<file path="src/rtl/mul16_iter_pkg.sv">
// Shared definitions for the iterative 16x16 multiplier: state encoding and
// operand/iteration widths.
package mul16_iter_pkg;

  localparam int unsigned MUL_W    = 16;
  localparam int unsigned MUL_ITER = 16;

  typedef enum logic [1:0] {
    IDLE = 2'd0,
    CALC = 2'd1,
    FIX  = 2'd2,
    DONE = 2'd3
  } mul_state_t;

endpackage

</file>
<file path="src/rtl/add16.sv">
// 16-bit carry-lookahead adder built from four 4-bit groups.
// oper=1 subtracts (add1 - add2); ogg is the carry out of the top group.
module add16
  import mul16_iter_pkg::*;
(
  input  logic [MUL_W-1:0] add1,
  input  logic [MUL_W-1:0] add2,
  input  logic             cin,
  input  logic             oper,
  output logic [MUL_W-1:0] sum,
  output logic             ogg
);

  logic [MUL_W-1:0] bx;
  logic [MUL_W-1:0] gen;
  logic [MUL_W-1:0] prop;
  logic [MUL_W-1:0] carry;
  logic [3:0]       grp_g;
  logic [3:0]       grp_p;
  logic [4:0]       grp_c;
  logic             c_run;

  always_comb begin
    bx    = oper ? ~add2 : add2;
    gen   = add1 & bx;
    prop  = add1 ^ bx;
    grp_g = '0;
    grp_p = '1;
    grp_c = '0;
    carry = '0;
    c_run = 1'b0;

    // Group generate/propagate first, then the inter-group lookahead.
    for (int unsigned k = 0; k < 4; k++) begin
      for (int unsigned i = 0; i < 4; i++) begin
        grp_g[k] = gen[4*k+i] | (prop[4*k+i] & grp_g[k]);
        grp_p[k] = grp_p[k] & prop[4*k+i];
      end
    end

    grp_c[0] = oper | cin;
    for (int unsigned k = 0; k < 4; k++) begin
      grp_c[k+1] = grp_g[k] | (grp_p[k] & grp_c[k]);
    end

    for (int unsigned k = 0; k < 4; k++) begin
      c_run = grp_c[k];
      for (int unsigned i = 0; i < 4; i++) begin
        carry[4*k+i] = c_run;
        c_run = gen[4*k+i] | (prop[4*k+i] & c_run);
      end
    end

    sum = prop ^ carry;
    ogg = grp_c[4];
  end

endmodule

</file>
<file path="src/rtl/mul16_iter.sv">
// Iterative radix-2 shift-and-add 16x16->32 multiplier, signed or unsigned,
// with a busy/done handshake for stalling the EX stage.
module mul16_iter
  import mul16_iter_pkg::*;
(
  input  logic                 clk,
  input  logic                 rst,
  input  logic                 start,
  input  logic [MUL_W-1:0]     a,
  input  logic [MUL_W-1:0]     b,
  input  logic                 is_signed,
  output logic                 busy,
  output logic                 done,
  output logic [2*MUL_W-1:0]   product
);

  mul_state_t state_q, state_d;

  logic [3:0]         count;
  logic [MUL_W-1:0]   hi;
  logic [MUL_W-1:0]   lo;
  logic [MUL_W-1:0]   mcand;
  logic               neg;
  logic               accept;
  logic               last_iter;
  logic [MUL_W-1:0]   mcand_in;
  logic [MUL_W-1:0]   mplier_in;
  logic               neg_in;
  logic [MUL_W-1:0]   addend;
  logic [MUL_W-1:0]   psum;
  logic               pcarry;
  logic [2*MUL_W-1:0] acc;

  assign acc       = {hi, lo};
  assign addend    = lo[0] ? mcand : '0;
  assign last_iter = (count == 4'(MUL_ITER - 1));

  // Operands are converted to magnitudes; 0x8000 stays 0x8000 and is read as 32768.
  always_comb begin
    neg_in    = is_signed & (a[MUL_W-1] ^ b[MUL_W-1]);
    mcand_in  = (is_signed & a[MUL_W-1]) ? (~a + 16'd1) : a;
    mplier_in = (is_signed & b[MUL_W-1]) ? (~b + 16'd1) : b;
  end

  add16 u_add16 (
    .add1 (hi),
    .add2 (addend),
    .cin  (1'b0),
    .oper (1'b0),
    .sum  (psum),
    .ogg  (pcarry)
  );

  always_comb begin
    state_d = state_q;
    accept  = 1'b0;
    busy    = 1'b0;
    done    = 1'b0;
    case (state_q)
      IDLE: begin
        accept = start;
        if (start) state_d = CALC;
      end
      CALC: begin
        busy = 1'b1;
        if (last_iter) state_d = FIX;
      end
      FIX: begin
        busy    = 1'b1;
        state_d = DONE;
      end
      DONE: begin
        done    = 1'b1;
        accept  = start;
        state_d = start ? CALC : IDLE;
      end
      default: state_d = IDLE;
    endcase
  end

  always_ff @(posedge clk) begin
    if (rst) begin
      state_q <= IDLE;
      count   <= '0;
      hi      <= '0;
      lo      <= '0;
      mcand   <= '0;
      neg     <= 1'b0;
      product <= '0;
    end else begin
      state_q <= state_d;
      if (accept) begin
        count <= '0;
        hi    <= '0;
        lo    <= mplier_in;
        mcand <= mcand_in;
        neg   <= neg_in;
      end else if (state_q == CALC) begin
        // {cout, sum, lo} >> 1 truncated to 32 bits
        {hi, lo} <= {pcarry, psum, lo[MUL_W-1:1]};
        count    <= count + 4'd1;
      end else if (state_q == FIX) begin
        product <= neg ? (~acc + 32'd1) : acc;
      end
    end
  end

endmodule

</file>
<file path="config.mk">
export PLATFORM = sky130hd
export DESIGN_NAME = mul16_iter
export DESIGN_NICKNAME = d
export VERILOG_FILES = /design/src/rtl/mul16_iter_pkg.sv /design/src/rtl/add16.sv /design/src/rtl/mul16_iter.sv
export SDC_FILE = /design/constraint.sdc
export NUM_CORES = 1
export LEC_CHECK = 0
export BUFFER_PORTS_ARGS = -buffer_cell sky130_fd_sc_hd__buf_2
export CAP_MARGIN = 20
export CORE_MARGIN = 2
export CORE_UTILIZATION = 45
export DETAILED_ROUTE_END_ITERATION = 8
export SLEW_MARGIN = 20
export SYNTH_ARGS = -nofsm -noshare
export SYNTH_HDL_FRONTEND = slang
export SYNTH_SLANG_ARGS = --single-unit
</file>
<file path="constraint.sdc">
create_clock -name clk -period 9 [get_ports clk]
set_input_delay 0.9 -clock clk [delete_from_list [all_inputs] [get_ports clk]]
set_output_delay 0.9 -clock clk [all_outputs]
set_load 0.03 [all_outputs]
</file>
# Word level (Yosys, flattened, before mapping)
# Index checks and enable logic that the tools add are counted.
[totals] wordCells=106 input_bits=36 output_inout_bits=34 ff_bits=87
[op_classes] n_mux=13 reduce_logical=7 n_addsub=4 n_eq_ne=6 bitwise_logic=69
[ops] cell="$mux 16" n=5
[ops] cell="$and 1x1->1" n=36
[ops] cell="$add 16x1->16 const B" n=2
[ops] cell="$add 32x1->32 const B" n=1
[ops] cell="$mux 32" n=1
[ops] cell="$not 16->16" n=2
[ops] cell="$not 32->32" n=1
[ops] cell="$xor 16x16->16" n=2
[ops] cell="$or 1x1->1" n=24
[ops] cell="$and 16x16->16" n=1
[ops] cell="$pmux 2 s4" n=1
[ops] cell="$reduce_or 2->1" n=3
[ops] cell="$add 4x1->4 const B" n=1
[ops] cell="$eq 2x2->1 const B" n=2
[ops] cell="$eq 4x4->1 const B" n=1
[ops] cell="$mux 1" n=4
[ops] cell="$mux 2" n=2
[ops] cell="$ne 2x2->1 const B" n=2
[ops] cell="$reduce_and 3->1" n=1
[ops] cell="$eq 2x1->1 const B" n=1
[ops] cell="$logic_not 2->1" n=1
[ops] cell="$not 1->1" n=2
[ops] cell="$reduce_and 2->1" n=1
[ops] cell="$reduce_bool 2->1" n=1
[ops] cell="$xor 1x1->1" n=1

# Logic depth before layout (Yosys ltp)
[logic_depth] ltp_word=21 mapped_depth=16 mapped_depth_nobuf=15

# Hierarchy
# From an unflattened synthesis, not the netlist that was laid out.
[hier_totals] cells_unflattened=683 hier_area_um2=5709.2
[by_module_without_submodules] mod="mul16_iter" n_inst=1 area_per_inst_um2=4777.1 cells_per_inst=573 seq_area_each_um2=1741.7
[by_module_without_submodules] mod="add16" n_inst=1 area_per_inst_um2=932.1 cells_per_inst=110 seq_area_each_um2=0.0

# Least setup slack after synthesis
# OpenSTA, ideal clock, no wires.
[synth_path] kind="register to register" startpoint="reg lo[0]" endpoint="reg hi[13]" slack_ns=4.993 setup_ns=0.128 stages_incl_launch_ff=16 path_buffers=1 synth_period_minus_slack_ns=4.007 t_required_ns=8.872 arrival_ns=3.880 cell_sequence="dfxtp_1 -> clkbuf_1 -> and2_1 -> ha_1 -> fa_1 -> fa_1 -> fa_1 -> a21o_1 -> a21oi_1 -> o21ai_0 -> a21o_1 -> fa_1 -> fa_1 -> fa_1 -> mux2i_1 -> nor2_1"
[synth_between] elab_chain_cells=17 elab_cells_between_ends=36 cone_classes="mux (1); bitwise (35)"
[synth_rtl] item="start, declared" line="mul16_iter.sv:21" rtl="logic [MUL_W-1:0] lo;"
[synth_rtl] item="start signal, assigned" line="mul16_iter.sv:95" rtl="lo <= mplier_in;"
[synth_rtl] item="start signal, assigned" line="mul16_iter.sv:100" rtl="{hi, lo} <= {pcarry, psum, lo[MUL_W-1:1]};"
[synth_rtl] item="$mux 16 (*)" line="mul16_iter.sv:35" rtl="assign addend = lo[0] ? mcand : '0;"
[synth_rtl] item="$xor 16x16->16 or $and 16x16->16 (tied branches)" line="add16.sv:26, add16.sv:25"
[synth_rtl] item="$and 1x1->1" line="add16.sv:36" rtl="grp_g[k] = gen[4*k+i] | (prop[4*k+i] & grp_g[k]);"
[synth_rtl] item="$or 1x1->1" line="add16.sv:36"
[synth_rtl] item="$and 1x1->1" line="add16.sv:36"
[synth_rtl] item="$or 1x1->1" line="add16.sv:36"
[synth_rtl] item="$and 1x1->1"
[synth_rtl] item="$or 1x1->1"
[synth_rtl] item="[... 2 more ...]"
[synth_rtl] item="$and 1x1->1" line="add16.sv:43" rtl="grp_c[k+1] = grp_g[k] | (grp_p[k] & grp_c[k]);"
[synth_rtl] item="$or 1x1->1" line="add16.sv:43"
[synth_rtl] item="$and 1x1->1" line="add16.sv:50" rtl="c_run = gen[4*k+i] | (prop[4*k+i] & c_run);"
[synth_rtl] item="$or 1x1->1" line="add16.sv:50"
[synth_rtl] item="$and 1x1->1" line="add16.sv:50"
[synth_rtl] item="$or 1x1->1" line="add16.sv:50"
[synth_rtl] item="$xor 16x16->16 (*)" line="add16.sv:54" rtl="sum = prop ^ carry;"
[synth_rtl] item="net psum[14]" line="mul16_iter.sv:30" rtl="logic [MUL_W-1:0] psum;"
[synth_rtl] item="end signal, assigned" line="mul16_iter.sv:100"
[synth_rtl] item="end, declared" line="mul16_iter.sv:20" rtl="logic [MUL_W-1:0] hi;"
# The timed path passes the listed nets; every way through them passes the cells marked *.
# A chain may end at the register's enable or synchronous reset.

# Worst setup path after layout
# Same ends and word-level chain as after synthesis.

==> metrics.md <==
| Metric | Value |
|---|---|
| Status | completed |
| Number of fill cells | ~1100 |
| Post-Syn Area per Cell | slightly below 9 um^2 |
| Wirelength per Cell | roughly 15 um |
| Final Instance Count excl. Fillers | roughly 800 |
| Root buffer cell | clkbuf_16 |
| Final worst path period share | 47.99% |
| Syn nets | 671 |
| Placed cell count | between 700 and 800 |
| Tot Pwr | 0.001493 W |
| Worst Tran Pin Value | approximately 0.84 ns |
| Mapped Cells | 601 |
| Fmax | 231.6 MHz |
| Synth Area in Adders | roughly 10% |
| Clock tree from TritonCTS | built |
| Iteration-0 DRC Markers | roughly 250 |
| Post-DP HPWL | 8979 um |
| Postcts setup bufs | 0 |
| N_diodes | 0 |
| Initial Util | between 40% and 50% |
| Crit path time final | 4.319 ns |
| Largest family of logic cells by synthesized area | compound AO/OA/AOI/OAI gates |
| Top FF cell, synth | dfxtp_1 |
| Vias in the first global route | 4067 |
| Unrepaired setup endpoints after global routing | no |
| Worst Path Max Fanout | 21 |
| CTS sink count | 87 |
| Clock Latency Late Sink | 0.34 ns |
| # setup viols final | 0 |
| Area Overhead vs Synth | 13.84% |
| Most area-consuming cells after synthesis | dfxtp_1, xor2_1, ha_1 |
| CP Launch Type | flip-flop |
| Post-route cell area | between 5000 and 6000 um^2 |
| Vias/cell | roughly 5.4 |
| Xor/xnor share of the synthesized area | under 10% |
| DR DRC count | 0 |
| Routability Congestion | ~0.80 |
| CTS max path bufs | 2 |
| Seq pwr share | a little over a third |
| Hold WS | roughly 0.44 ns |
| Most frequent cells in the layout | dfxtp_1, buf_2, nor2_1, nand2_1, xor2_1 |
| CTS-repair resized insts | 0 |
| Comb pwr share | a little over a third |
| Synth unique cells | 52 |
| Remaining global-route overflow | 0 |
| Die area | ~12000 um^2 |
| CP Class | reg2reg |
| ANT nets after route | 0 |
| Clock skew | between 0.006 and 0.007 ns |
| Top-level I/O count | 70 |
| Cells on worst reg2reg path | 14 |
| Synth Area in Compound Gates | 18.99% |
| VDD IR max | 0.2039 mV |
| Hold Crit Class | reg2reg |
| Die H | around 110 um |
| Routed WL | ~12000 um |
| Crit path arrival time | about 4.5 ns |
| Post-Synth Simple-Gate Area | approximately a fifth |
| Top-area cell type share of the netlist area | roughly 33% |
| Clock Power Share | a little over a quarter |
| Synth area leader | dfxtp_1 |
| Max Slew Vio Count | 0 |
| Initial antenna violation count | 0 |
| P_sw | a little under 0.0006 W |
| Commonest non-fill, non-tap cell in the layout | dfxtp_1 |
| Vias after detailed routing | around 4300 |
| Mux cell area share after synthesis | ~5.2% |
| H-tree depth | 3 |
| Core Region | roughly 11000 um^2 |
| PortBufs | 69 |
| Hold depth | 2 |
| Sequential share of the synthesized area | about a third |
| Multi-input logic area | between 3000 and 4000 um^2 |
| Largest net degree at the start of global routing | 47 |
| Pwr dens | approximately 250 nW/um^2 |
| Int Pwr | ~0.00091 W |
| Post-synthesis cell area | about 5200 um^2 |
| Final Hold Fails | 0 |
| CTS Buf Count | 9 |
| Placed cell areas | ~5600 um^2 |
| Max_slew headroom | 43.38% |
| Fin nets | approximately 700 |
| Synth warn | 0 |
| Critical path required time | approximately 9.2 ns |
| Setup Total Neg Slack | 0 ns |
| Hold Buf Count CTS | 0 |
| First-pass GRT wire length | approximately 20000 um |
| #FFs+latches synth | 87 |
| Layout cells sized above 1 | approximately 16% |
| Switching Fraction | approximately two fifths |
| Max-capacitance violation count | 0 |
| CP endpoint kind | flip-flop |
| Total GRT Usage | around a fifth |
| Worst-path clk slew | 0.06 ns |
| Worst reg2reg setup slack | 4.68 ns |
| First-pass iteration count of the detailed router | 4 |
| EDFF count, synth | 0 |
| Seq. cell area | about 1700 um^2 |
| Rows | 39 |
| Die width | around 110 um |
| Leakage | ~2.4 nW |
| Ys async rst share | 0% |
==> power by group through the flow <==
stage               combinational [W]  sequential, W  clock (W)
global placement             0.000534       0.000546          0
finish                       0.000547       0.000541   0.000405
global route                 0.000611       0.000555   0.000430
floorplan                    0.000427       0.000543          0
CTS                          0.000551       0.000540   0.000413
detailed placement           0.000548       0.000549          0
==> synthesized netlist by cell type (5+ instances only) <==
| master | instances |
|---|---|
| a211oi_1 | 27 |
| nor2_1 | 59 |
| mux2i_1 | 25 |
| ha_1 | 22 |
| o22ai_1 | 6 |
| a21o_1 | 6 |
| o31ai_1 | 14 |
| inv_1 | 18 |
| nand4_1 | 7 |
| nand2_1 | 47 |
| a21oi_1 | 27 |
| xnor2_1 | 13 |
| or3_1 | 6 |
| or4_4 | 5 |
| nor3_1 | 9 |
| o21ai_0 | 42 |
| nor2b_1 | 7 |
| xor2_1 | 43 |
| buf_1 | 5 |
| o41ai_1 | 5 |
| nand3_1 | 7 |
| clkbuf_1 | 28 |
| and2_1 | 18 |
| dfxtp_1 | 87 |
| fa_1 | 12 |
==> per-layer routing <==
layer	up-vias	track usage (%)	share of wire, %
li1	2243	-	-
met2	90	28.16	42
met3	2	3.048	4.8
met5	-	0	0
met4	0	6.914	0.41
met1	1999	30.66	53
==> critical path: stages, from the launching register on <==
cell	delay (ns)
dfxtp_1	0.48
and2_1	0.23
ha_1	0.19
fa_1	0.38
fa_1	0.40
fa_1	0.42
a21o_1	0.19
a21oi_1	0.13
o21ai_0	0.18
a21o_1	0.21
fa_1	0.37
fa_1	0.38
fa_1	0.43
mux2i_1	0.14
nor2_1	0.05
==> worst paths after layout <==
kind	start	to
setup / recovery	lo[0]	hi[13]
hold / removal	product[26]	product[26]
hold reg to reg	product[26]	product[26]
setup reg to reg	lo[0]	hi[13]
==> area by class of cell <==
class,count,area share (%)
timing repair buffer,73,6.310
inverter,18,1.136
clock buffer,11,4.081
multi-input combinational,459,54.82
sequential,87,29.28
clock inverter,5,1.367
tap,143,3.008
==> stage by stage <==
step / util (%) / setup slack (ns)
after floorplan: - / 4.993
after global placement: 49.47 / 4.738
after detailed placement: 49.47 / 4.685
after CTS: 52.32 / 4.663
after global routing: 52.32 / 4.391
final: 52.32 / 4.681
==> registers in the layout (all words and copies together), names as in the netlist <==
| signal | flops |
|---|---|
| product | 32 |
| hi | 16 |
| lo | 16 |
| mcand | 16 |
| count | 4 |
| state_q | 2 |
| neg | 1 |
==> cell families after synthesis <==
family                   count (synthesis)
AND/OR/NAND/NOR                        190
AO/OA/AOI/OAI                          152
flip-flops                              87
XOR/XNOR                                56
buffers and inverters                   55
adder cells (fa/ha/maj)                 34
multiplexers                            27
Note: power is estimated with default switching activity, not from simulation.
